File: src/rtl/digit_serial_adder.sv
// ============================================================================
// digit_serial_adder
// ----------------------------------------------------------------------------
// Multi-cycle adder. It adds two WIDTH-bit operands DIGIT bits per clock using
// a small ripple-carry digit slice. The carry between digits is held in a
// register. Operands arrive through a valid/ready handshake, and the result
// (sum, carry-out, signed overflow) leaves through another one. Use it for wide
// additions where area matters more than latency.
//
// Parameters
//   WIDTH      operand / sum width in bits (multiple of DIGIT)
//   DIGIT      bits added per clock, 1..WIDTH; N = WIDTH/DIGIT digit cycles
//
// Ports
//   clk        single clock, rising edge
//   rst        synchronous active-high reset
//   in_valid   operands present
//   in_ready   block can accept operands (high exactly in IDLE)
//   a, b       operands
//   ci         carry-in
//   sub        subtract select (only with DIGIT_SERIAL_ADDER_SUB_EN)
//   out_valid  result present (high exactly in DONE)
//   out_ready  consumer accepts the result
//   s          sum, registered
//   co         carry out of bit WIDTH-1, registered
//   ovf        signed two's-complement overflow, registered
//
// Configuration macro
//   DIGIT_SERIAL_ADDER_SUB_EN  adds the sub port. When sub=1, b is inverted
//                              and the carry-in is forced to 1.
// ============================================================================
module digit_serial_adder #(
    parameter int WIDTH = 16,
    parameter int DIGIT = 4
) (
    input  logic             clk,
    input  logic             rst,
    input  logic             in_valid,
    output logic             in_ready,
    input  logic [WIDTH-1:0] a,
    input  logic [WIDTH-1:0] b,
    input  logic             ci,
`ifdef DIGIT_SERIAL_ADDER_SUB_EN
    input  logic             sub,
`endif
    output logic             out_valid,
    input  logic             out_ready,
    output logic [WIDTH-1:0] s,
    output logic             co,
    output logic             ovf
);

    localparam int N  = WIDTH / DIGIT;
    localparam int CW = (N > 1) ? $clog2(N) : 1;

    typedef enum logic [1:0] {
        IDLE,
        RUN,
        DONE
    } state_t;

    state_t           state;
    logic [CW-1:0]    cnt;
    logic [WIDTH-1:0] a_sh;
    logic [WIDTH-1:0] b_sh;
    logic             carry;
    logic             a_msb;
    logic             b_msb;

    logic [WIDTH-1:0] b_cap;
    logic             c_cap;
    logic [DIGIT:0]   digit_sum;
    logic [DIGIT-1:0] d;
    logic             c;
    logic             last;
    logic [WIDTH-1:0] s_next;

    // These are the operand B and the carry-in as they are loaded at acceptance.
    // In subtract mode, a - b is computed as a + ~b + 1, so ci plays no part.
    always_comb begin
        b_cap = b;
        c_cap = ci;
`ifdef DIGIT_SERIAL_ADDER_SUB_EN
        if (sub) begin
            b_cap = ~b;
            c_cap = 1'b1;
        end
`endif
    end

    // The digit slice adds the low digit of each operand register plus the carry.
    // The carry ripples only within this DIGIT+1-bit add.
    assign digit_sum = {1'b0, a_sh[DIGIT-1:0]} + {1'b0, b_sh[DIGIT-1:0]}
                     + {{DIGIT{1'b0}}, carry};
    assign d    = digit_sum[DIGIT-1:0];
    assign c    = digit_sum[DIGIT];
    assign last = (cnt == CW'(N - 1));

    // Each digit result enters the sum from the MSB side. After N digits the
    // first digit therefore sits in the lowest position. With a single digit
    // cycle there is nothing to shift, and the digit is the whole sum.
    generate
        if (DIGIT == WIDTH) begin : g_single_digit
            assign s_next = d;
        end else begin : g_multi_digit
            assign s_next = {d, s[WIDTH-1:DIGIT]};
        end
    endgenerate

    // Control FSM and datapath registers. in_ready and out_valid are registered
    // together with the state, so each one always matches its state exactly.
    always_ff @(posedge clk) begin
        if (rst) begin
            state     <= IDLE;
            in_ready  <= 1'b1;
            out_valid <= 1'b0;
            cnt       <= '0;
            a_sh      <= '0;
            b_sh      <= '0;
            carry     <= 1'b0;
            a_msb     <= 1'b0;
            b_msb     <= 1'b0;
            s         <= '0;
            co        <= 1'b0;
            ovf       <= 1'b0;
        end else begin
            case (state)
                IDLE: begin
                    if (in_valid) begin
                        a_sh     <= a;
                        b_sh     <= b_cap;
                        carry    <= c_cap;
                        a_msb    <= a[WIDTH-1];
                        b_msb    <= b_cap[WIDTH-1];
                        cnt      <= '0;
                        state    <= RUN;
                        in_ready <= 1'b0;
                    end
                end
                RUN: begin
                    s     <= s_next;
                    a_sh  <= a_sh >> DIGIT;
                    b_sh  <= b_sh >> DIGIT;
                    carry <= c;
                    cnt   <= cnt + CW'(1);
                    if (last) begin
                        // The top digit of the sum holds the result MSB.
                        co        <= c;
                        ovf       <= (a_msb ~^ b_msb) & (a_msb ^ d[DIGIT-1]);
                        state     <= DONE;
                        out_valid <= 1'b1;
                    end
                end
                DONE: begin
                    if (out_ready) begin
                        state     <= IDLE;
                        out_valid <= 1'b0;
                        in_ready  <= 1'b1;
                    end
                end
                default: begin
                    state     <= IDLE;
                    in_ready  <= 1'b1;
                    out_valid <= 1'b0;
                end
            endcase
        end
    end

endmodule

File: config.mk
export PLATFORM = sky130hd
export DESIGN_NAME = digit_serial_adder
export DESIGN_NICKNAME = d
export VERILOG_FILES = /design/src/rtl/digit_serial_adder.sv
export SDC_FILE = /design/constraint.sdc
export NUM_CORES = 1
export LEC_CHECK = 0
export ABC_AREA = 1
export ABC_CLOCK_PERIOD_IN_PS = 2400
export BUFFER_PORTS_ARGS = -buffer_cell sky130_fd_sc_hd__buf_4
export CAP_MARGIN = 20
export CORE_ASPECT_RATIO = 1.2
export CORE_UTILIZATION = 57
export CTS_CLUSTER_DIAMETER = 50
export DETAILED_ROUTE_END_ITERATION = 10
export PLACE_DENSITY = 0.84
export SYNTH_ARGS = -nofsm -noshare
export SYNTH_HDL_FRONTEND = slang
export SYNTH_SLANG_ARGS = --single-unit
File: constraint.sdc
create_clock -name clk -period 2.4 [get_ports clk]
set_input_delay 0.24 -clock clk [delete_from_list [all_inputs] [get_ports clk]]
set_output_delay 0.24 -clock clk [all_outputs]
set_load 0.1 [all_outputs]
# Yosys cells after proc, flatten, opt, wreduce, memory -nomap -nowiden
# Index checks and enable logic that the tools add are counted.
# op_classes
n_eq_ne	6
add_sub_neg	3
n_mux	18
bitwise_logic	5
n_reduce_logical	8
# op_table
cell	n
$pmux W16 S2	2
$mux W16	2
$reduce_and A3 Y1	3
$mux W2	4
$ne A2 B2 Y1 const B	3
$pmux W1 S3	2
$pmux W2 S3	1
$reduce_and A2 Y1	3
$add A4 B4 Y5	1
$add A5 B1 Y5	1
$mux W1	5
$eq A2 B2 Y1 const B	2
$pmux W2 S2	1
$add A2 B1 Y2 const B	1
$eq A2 B1 Y1 const B	1
$logic_not A2 Y1	1
$not A1 Y1	2
$pmux W1 S2	1
$reduce_bool A2 Y1	1
$and A1 B1 Y1	1
$xnor A1 B1 Y1	1
$xor A1 B1 Y1	1
# totals
input_bits	37
regBits	59
elab_cells	52
output_inout_bits	20

# Depth between registers and ports, before layout
# logic_depth
word_depth	4
ltp_mapped	9
ltp_nobuf	8

# Least setup slack after synthesis
# OpenSTA, ideal clock, no wires.
# synth_path
path_kind	register to register
startpoint	reg a_sh[0]
endpoint	reg carry
path_buffers	0
stages_incl_launch_ff	9
required_ns	2.272
arrival_ns	1.385
period_less_slack_ns	1.512
setup_slack_ns	0.888
path_cell_list	dfxtp_1 -> fa_1 -> inv_1 -> fa_1 -> o21ai_0 -> a21oi_1 -> nor2_1 -> nor2_1 -> nor2_1
# synth_between
elab_chain_len	3
# synth_rtl
item	line_no	rtl
from (decl)	64	logic [WIDTH-1:0] a_sh;
from (signal assigned)	142	a_sh <= a_sh >> DIGIT;
$add A4 B4 Y5	93	assign digit_sum = {1'b0, a_sh[DIGIT-1:0]} + {1'b0, b_sh[DIGIT-1:0]}
$add A5 B1 Y5	94	+ {{DIGIT{1'b0}}, carry};
$pmux W1 S2	127	case (state)
to (signal assigned)	132	carry <= c_cap;
to (decl)	66	logic carry;
# No other way between the ends.
# A chain may end at the register's enable or synchronous reset.

# Worst setup path in the final report
# Same ends and word-level chain as after synthesis.

==> metrics list <==
- The flow ran to the end, and the final reports show no timing, DRC or antenna violations.
* Startpoint of the worst setup timing path: a_sh[0]$_SDFFE_PP0P_
* R2r setup slk: just under 0.8 ns
- The floorplan step defined a die boundary enclosing 4760 µm².
- Post-DR wirelength/cell: between 10 and 15 µm
- In this run the critical register-to-register path is launched from a_sh[0]$_SDFFE_PP0P_.
* Count of hold buffers inserted by post-cts repair: 0
- Input and output buffers added on the ports amount to 56.
- For the worst setup path, the data arrival time is 1.83 ns.
- The number of antenna diodes in the final layout is 0.
- Core Footprint: approximately 4300 µm²
- Clock Skew: 0.00275 ns
- Cell Pwr Density: ~770 nW/µm²
- Unique masters post-synth: 25
* Hold violation count in the final report: 0
- Maximum number of pins on one net before global-route repair: 56
- In this run the worst hold path is classified as input port to register.
- Number of cells traversed by the worst register-to-register path: 8
- For this design, the sink count on the clock tree is between 50 and 60.
- Vias in the first global route: 2097
* Unrepaired setup endpoints after global routing: false
- Post-Synthesis Mean Instance Area: between 7 and 8 µm²
- In this run the remaining antenna-violating nets after routing total 0.
- The synthesized design spends more area on one cell type than any other, namely dfxtp_1.
- Once the floorplan was initialized, standard cells occupied 59.6% of the core.
- Setup violations remaining at the end of the flow were counted as 0.
- Clock tree from TritonCTS: built
* Iteration-0 DRC Markers: 157
- From bottom edge to top edge, the die measures around 75 µm.
- CTS max path bufs: 2
- Non-filler instance count after layout: 454
- Number of buffers inserted during clock tree synthesis: 9
- Post-layout net count: 439
- After detailed routing, the total wire length is approximately 5300 µm.
* Most area-consuming cells after synthesis: dfxtp_1 46%, nand2_1 12%, a21oi_1 8.2%, o21ai_0 7.0%, nor2_1 4.5%
- Number of cell rows: 26
* Clock input transition at the sequential cells of the worst setup and hold paths: 0.06 ns
- Total number of H-tree levels: 3
- Counting every net in the synthesized netlist gives 388.
- Total vias in the final route: between 2000 and 2500
- Antenna violations before repair: 0
- Fraction of the core area covered by cells at the end of the flow: between 70 and 80%
- Before antenna repair, the detailed router went through 4 iterations.
- Including well taps, the total number of placed cells is between 400 and 500.
* Maximum achievable frequency: 0.623 GHz
- Worst rel slew slack: between 60% and 70%
* Setup TNS: 0 ns
- Period utilization: between 60% and 70%
* Detailed-route vias per instance: between 5 and 6
- Count of pins on the block boundary: between 50 and 60
- From left edge to right edge, the die measures roughly 63 µm.
* Layout-stage area growth over the synthesis result: 21.2%
- For this run, design rule violations remaining after detail routing come to 0.
- Root cell of the clock tree: clkbuf_8
- Kind of capture point of the worst setup path: register
- Worst endpoint required time: 2.63 ns
- Count of final max-slew check failures: 0
* Clk_lat worst skew: ~0.34 ns
- Worst vdd ir: between 0.4 and 0.5 mV
- Total of max-cap violations: 0
* Netlist area before placement: between 2000 and 3000 µm²
- Element type at the critical path start: register
* Total track usage: roughly 24%
* Beginning of the worst hold path: a[12]
- Proportion of layout cells with a drive suffix above 1: between 15 and 20%
* Post-cts sizing count: 0
* Total number of yosys warnings: 0
- Global-route wire length before repair: around 8900 µm
- Half-perimeter wire length after detailed placement: about 3600 µm
* Post-synthesis register bit count: 59
- Placer Congestion: around 0.87
* Largest fanout of any net on the critical path: 2
* Fraction of synthesized cell area taken by the top area cell type: between 40% and 50%
- Buffers added to address setup during post-CTS repair amount to 0.
- For the pin with the worst max-slew slack, the measured transition is around 0.53 ns.
- Leak: 0.00142 µW
- The smallest clock period supported by the final layout is computed as 1.60 ns.
- Sequential elements use a little under half of the synthesized area.
- Counting instances, the worst hold path has a depth of 3.
- The critical path is of the register to register type.
- For this run the aggregate overflow at the end of global routing stands at 0.
- Count of mapped cells out of synthesis: between 300 and 400
power by group:
part           switching, µW  internal [µW]
clock network            338            386
registers               40.4           1060
logic                    404            170
total                    782           1620
synthesized netlist by cell type:
cell type,n
a21oi_1,42
buf_2,5
buf_4,3
buf_6,5
clkbuf_1,7
clkbuf_2,1
dfxtp_1,59
fa_1,2
ha_1,4
inv_1,30
inv_2,2
inv_4,1
nand2_1,82
nand2_2,1
nand3_1,8
nor2_1,31
nor2_8,1
nor3_1,1
nor3_2,1
o211ai_1,1
o21a_1,3
o21ai_0,36
o21ai_1,17
o31ai_1,1
xor2_1,1
worst max-delay path, stage by stage (launching register included):
cell     delay (ns)
dfxtp_1        0.33
fa_1           0.44
inv_1          0.08
fa_1           0.19
o21ai_0        0.10
a21oi_1        0.17
nor2_1         0.06
nor2_1         0.10
nor2_1         0.04
final timing paths:
kind | to
min reg2reg | a_sh[8]$_SDFFE_PP0P_
max | carry$_SDFFE_PP0P_
min | a_sh[12]$_SDFFE_PP0P_
max reg2reg | carry$_SDFFE_PP0P_
logic make-up after synthesis:
group	Yosys count	share of synthesized area, %
buffers and inverters	54	10.2
xor gates and xnor gates	1	0.342
and+or+nand+nor	125	19.7
DFF	59	46.1
AOI/OAI and AO/OA	100	20.0
adders and majority gates	6	3.52
registers in the layout, summed over array words and instances, names as in the netlist:
name       cells
b_msb          1
a_sh          16
out_valid      1
a_msb          1
s             16
b_sh          16
carry          1
state          2
cnt            2
co             1
in_ready       1
ovf            1
layout by cell type (no fill, tap or decap), drive strengths merged:
| cell type | count |
|---|---|
| nand2 | 83 |
| buf | 61 |
| dfxtp | 59 |
| o21ai | 53 |
| a21oi | 42 |
| inv | 33 |
| nor2 | 32 |
| clkbuf | 13 |
| nand3 | 8 |
| ha | 4 |
| o21a | 3 |
| fa | 2 |
| nor3 | 2 |
| xor2 | 1 |
| o31ai | 1 |
| o211ai | 1 |
routing by layer:
layer	up-vias	track usage, %	part of all wire [%]
li1	1211	-	-
met1	1050	27.9	44
met2	46	44.0	50
met3	13	4.94	3.7
met4	0	12.9	2.4
met5	-	0	0
through the flow:
stage          setup slack (ns)  cell area (µm²)  hold WS, ns  power [µW]
6_report                  0.795             3100        0.162        2400
3_3_place_gp              0.832             2950        0.433        1680
4_1_cts                   0.791             3100        0.155        2420
5_1_grt                   0.636             3100        0.179        2520
3_5_place_dp              0.777             2950        0.442        1700
2_1_floorplan             0.888             2560        0.387        1570
layout make-up:
class                      instances  area [µm²]
inverter                          33         126
fill                             368        1190
tap                               56        70.1
sequential                        59        1180
multi-input combinational        232        1120
clock buffer                      13         149
timing repair buffer              61         458
No activity file was read; power rests on OpenSTA's default activity.
